File: config.mk
export PLATFORM = sky130hd
export DESIGN_NAME = pal_registered
export DESIGN_NICKNAME = d
export VERILOG_FILES = /design/src/rtl/pal_registered.sv
export SDC_FILE = /design/constraint.sdc
export NUM_CORES = 1
export LEC_CHECK = 0
export CORE_MARGIN = 3
export CORE_UTILIZATION = 60
export CTS_CLUSTER_DIAMETER = 30
export DETAILED_ROUTE_END_ITERATION = 16
export GPL_ROUTABILITY_DRIVEN = 0
export GPL_TIMING_DRIVEN = 0
export PLACE_DENSITY = 0.83
export SETUP_SLACK_MARGIN = 0.05
export SLEW_MARGIN = 10
export SYNTH_ARGS = -nofsm -noshare
export SYNTH_HDL_FRONTEND = slang
export SYNTH_SLANG_ARGS = --single-unit
File: constraint.sdc
create_clock -name clk -period 5.3 [get_ports clk]
set_clock_uncertainty 0.1 [all_clocks]
set_input_delay 1.59 -clock clk [delete_from_list [all_inputs] [get_ports clk]]
set_output_delay 1.59 -clock clk [all_outputs]
set_load 0.02 [all_outputs]
File: src/rtl/pal_registered.sv
// Field-programmable PAL: per-output sum of N_TERMS product terms over inputs and
// macrocell feedback, registered/combinational macrocells, lockable config port.
module pal_registered #(
    parameter  int N_IN    = 4,
    parameter  int N_OUT   = 2,
    parameter  int N_TERMS = 4,
    localparam int FW      = 2 * (N_IN + N_OUT),
    localparam int N_ROWS  = N_OUT * N_TERMS + N_OUT,
    localparam int AW      = $clog2(N_ROWS)
) (
    input  logic              clk,
    input  logic              rst_n,
    input  logic [N_IN-1:0]   inputs,
    output logic [N_OUT-1:0]  outputs,
    input  logic              cfg_valid,
    output logic              cfg_ready,
    input  logic [AW-1:0]     cfg_addr,
    input  logic [FW-1:0]     cfg_wdata,
    input  logic              cfg_lock,
    output logic              cfg_err,
    output logic [FW-1:0]     cfg_rdata
);

    localparam int          N_LIT = N_IN + N_OUT;
    localparam int unsigned TROWS = N_OUT * N_TERMS;

    logic [FW-1:0]    r_fuse [N_ROWS];
    logic [N_OUT-1:0] r_q;
    logic             r_locked;
    logic             r_err;

    logic [N_LIT-1:0] w_lit;
    logic [N_OUT-1:0] w_sum;
    logic [N_OUT-1:0] w_d;
    logic [N_OUT-1:0] w_inv;
    logic [N_OUT-1:0] w_mode;
    logic [FW-1:0]    w_row;
    logic             w_term;
    logic             w_accept;
    logic             w_hit;
    logic [FW-1:0]    w_rdata;

    // Feedback is always taken from the macrocell registers, so no comb loop exists.
    assign w_lit = {r_q, inputs};

    always_comb begin
        w_sum  = '0;
        w_row  = '0;
        w_term = 1'b0;
        for (int unsigned k = 0; k < N_OUT; k++) begin
            for (int unsigned t = 0; t < N_TERMS; t++) begin
                w_row  = r_fuse[k * N_TERMS + t];
                w_term = |w_row;
                for (int unsigned j = 0; j < N_LIT; j++) begin
                    if ((w_row[2*j] && !w_lit[j]) || (w_row[2*j+1] && w_lit[j])) begin
                        w_term = 1'b0;
                    end
                end
                w_sum[k] = w_sum[k] | w_term;
            end
        end
    end

    always_comb begin
        w_inv  = '0;
        w_mode = '0;
        for (int unsigned k = 0; k < N_OUT; k++) begin
            w_mode[k] = r_fuse[TROWS + k][0];
            w_inv[k]  = r_fuse[TROWS + k][1];
        end
    end

    assign w_d     = w_sum ^ w_inv;
    assign outputs = (w_mode & r_q) | (~w_mode & w_d);

    always_comb begin
        w_hit   = 1'b0;
        w_rdata = '0;
        for (int unsigned i = 0; i < N_ROWS; i++) begin
            if (cfg_addr == AW'(i)) begin
                w_hit   = 1'b1;
                w_rdata = r_fuse[i];
            end
        end
    end

    assign cfg_ready = ~r_locked;
    assign cfg_rdata = r_locked ? '0 : w_rdata;
    assign cfg_err   = r_err;
    assign w_accept  = cfg_valid & ~r_locked;

    always_ff @(posedge clk or negedge rst_n) begin
        if (!rst_n) begin
            for (int unsigned i = 0; i < N_ROWS; i++) begin
                r_fuse[i] <= '0;
            end
        end else if (w_accept) begin
            for (int unsigned i = 0; i < N_ROWS; i++) begin
                if (cfg_addr == AW'(i)) begin
                    // Macrocell rows keep only reg_mode/inv; upper bits read back as 0.
                    r_fuse[i] <= (i >= TROWS) ? {{(FW-2){1'b0}}, cfg_wdata[1:0]} : cfg_wdata;
                end
            end
        end
    end

    always_ff @(posedge clk or negedge rst_n) begin
        if (!rst_n) begin
            r_q      <= '0;
            r_locked <= 1'b0;
            r_err    <= 1'b0;
        end else begin
            r_q      <= w_d;
            r_locked <= r_locked | cfg_lock;
            r_err    <= w_accept & ~w_hit;
        end
    end

endmodule
==> results.txt <==
status: finished clean
cts hold-fix bufs: 0
Power Internal: 1100 uW
Crit Path Category: in -> out
Slew Viols, Final: 0
Crit path top cell by count: buf_4
# IOs: 40
Clock Tree Buf Depth: 2
Seq/Total Area, Yosys: 44.6%
Vias/cell: 6.39
Initial Util: 62.5%
global-route wire length before repair: 22800 um
Final ANT Viol Nets: 0
VDD IR max: 0.000207 V
WL final: 14300 um
initial antenna violation count: 0
pin count of the biggest net entering global routing: 41
Power Total: 1540 uW
Tcrit/Tclk final: 97.4%
Psw: 443 uW
DR pass1 iterations: 5
# setup viols final: 0
Distinct cells, synth: 39
slew margin rel.: 67.1%
die height: 105 um
WP data arrival: 3.47 ns
site row count: 35
total negative slack: 0 ns
HP Class: reg -> reg
CP peak stage delay: 0.47 ns
clock latency on the worst-skew pair: 0.38 ns
most frequent cells in the layout: 104 x dfrtp_1, 86 x mux2_2, 53 x mux2i_1, 24 x nor4_1, 20 x mux2_4
Max Cap Viol: 0
worst-path maximum fanout: 10
gr ovfl total: 0
Sequential Power Share: 53.8%
Post-Synthesis Cells: 451
syn_area_per_cell: 12.9 um2
CTS root buffer: clkbuf_8
share of layout cells above drive strength 1: 36.7%
GR Util All Layers: 27.0%
slowest cell on the critical path: clkdlybuf4s50_1
FMAX: 0.194 GHz
RSZ-0062 raised after global routing: no
Comb power frac: 16.1%
P&R area growth vs syn: 12.7%
H-tree depth: 3
Crit path max-delay family: buffers and inverters
DR DRC count: 0
Die W: 105 um
Core Box Area: 0.00933 mm2
P per Cell Area: 235 mW/mm2
fin nets: 521
final core utilization: 70.4%
mapped cell area: 0.00583 mm2
CP required: 3.61 ns
final hold vios: 0
CP Capture Type: output pin
cts bufs inserted: 9
sw frac: 28.7%
DR WL/cell: 22.6 um
WP buf/inv: 4
worst-path cell chain: clkdlybuf4s50_1 -> buf_4 -> buf_4 -> mux4_2 -> nor2_1 -> nor3_1 -> dlygate4sd2_1
vias in the first global route: 4315
Die Area: 0.0109 mm2
Yosys reg bits: 104
ANT cells: 0
Worst-Margin Slew: 0.489 ns
Synth Warn #: 0
Leakage: 0.00330 uW
most common cell after layout, fill and taps aside: dfrtp_1
ranking of synthesized cells by area: dfrtp_1 45%, mux2_2 17%, mux2i_1 9.1%, mux4_2 5.8%, mux2_4 5.2%
Synth area leader: dfrtp_1
HPWL Detailed: 10800 um
CTS tree: done
net count after synthesis: 475
Startpoint Class: input port
fin crit period: 5.16 ns
I/O Buffers: 32
Clk pwr share: 30.2%
Clock Sinks: 104
DR vias: 4031
initial DRC count: 245
share of the synthesized area in the top cell type: 44.6%
clock slew at reported path FFs: 0.10 ns
Min Hold Slack: 0.460 ns
-- kinds of logic (layout without fill, tap and decap cells) --
family | Yosys count | count (layout) | share of synthesized area (%)
buffers and inverters | 34 | 85 | 3.35
AOI/OAI and AO/OA | 19 | 19 | 2.51
and+or+nand+nor | 108 | 108 | 10.6
DFF | 104 | 104 | 44.6
muxes | 184 | 184 | 38.6
xor gates and xnor gates | 2 | 2 | 0.301
-- flip-flops by register name (all words and copies together), names as in the netlist --
register,count
cfg_err,1
r_fuse,88
r_locked,1
r_q,2
w_row,12
-- worst paths after layout --
check,depth (start not counted),slack (ns),startpoint,endpoint
worst max-delay path,7,0.14,cfg_addr[1],cfg_rdata[8]
worst min register to register,1,0.46,r_fuse[91]$_DFFE_PN0P_,r_fuse[91]$_DFFE_PN0P_
worst min-delay path,1,0.46,r_fuse[91]$_DFFE_PN0P_,r_fuse[91]$_DFFE_PN0P_
max in group asynchronous,3,3.30,rst_n,r_fuse[77]$_DFFE_PN0P_
min in group asynchronous,1,1.01,rst_n,r_fuse[50]$_DFFE_PN0P_
worst max register to register,5,3.42,r_fuse[91]$_DFFE_PN0P_,r_q[0]$_DFF_PN0_
-- synth_stat cells --
master,number
a21oi_1,1
a221oi_2,2
a31oi_1,1
and3_1,8
and4bb_2,1
buf_1,3
buf_2,15
buf_4,5
buf_6,4
clkbuf_1,1
dfrtp_1,104
inv_1,4
inv_2,2
mux2_1,10
mux2_2,86
mux2_4,20
mux2i_1,53
mux4_2,15
nand2_1,16
nand2b_4,1
nand3_1,1
nand3_2,1
nand4_1,12
nor2_1,15
nor2_2,2
nor2b_1,2
nor3_1,18
nor3_2,1
nor4_1,24
nor4_2,2
o21ai_0,2
o22a_1,1
o22ai_1,9
o31ai_1,1
o41a_1,2
or2_1,1
or2_2,1
or3_4,2
xnor2_1,2
-- layer usage --
metal,global-route usage [%],routed length [um]
met1,34.1,5860
met2,45.5,7360
met3,6.30,626
met4,9.97,406
met5,0,0
-- stage by stage --
step           instance area [um2]  instances  worst slack [ns]
3_5_place_dp                  6350        614            -0.419
5_1_grt                       6570        631            0.0562
4_1_cts                       6540        631            0.0674
3_3_place_gp                  6310        612             -1.17
2_1_floorplan                 5830        451             0.769
6_report                      6570        631             0.137
-- power groups by stage --
stage               Sequential [uW]  Clock, uW  Combinational, uW
detailed placement              845          0                242
global route                    832        508                268
CTS                             829        478                244
finish                          830        466                248
floorplan                       839          0                158
global placement                844          0                232
-- layout make-up --
| type | instances | area (um2) |
|---|---|---|
| Sequential cell | 104 | 2600 |
| Clock inverter | 7 | 56.3 |
| Inverter | 6 | 22.5 |
| Multi-Input combinational cell | 313 | 3050 |
| Timing Repair Buffer | 35 | 365 |
| Fill cell | 668 | 2760 |
| Buffer | 28 | 184 |
| Tap cell | 129 | 161 |
| Clock buffer | 9 | 124 |
-- repair_timing --
action,CTS,global route
gates resized for setup,18,6
endpoints found under the setup margin,13,2
setup buffers,1,0
No activity file was read; power rests on OpenSTA's default activity.
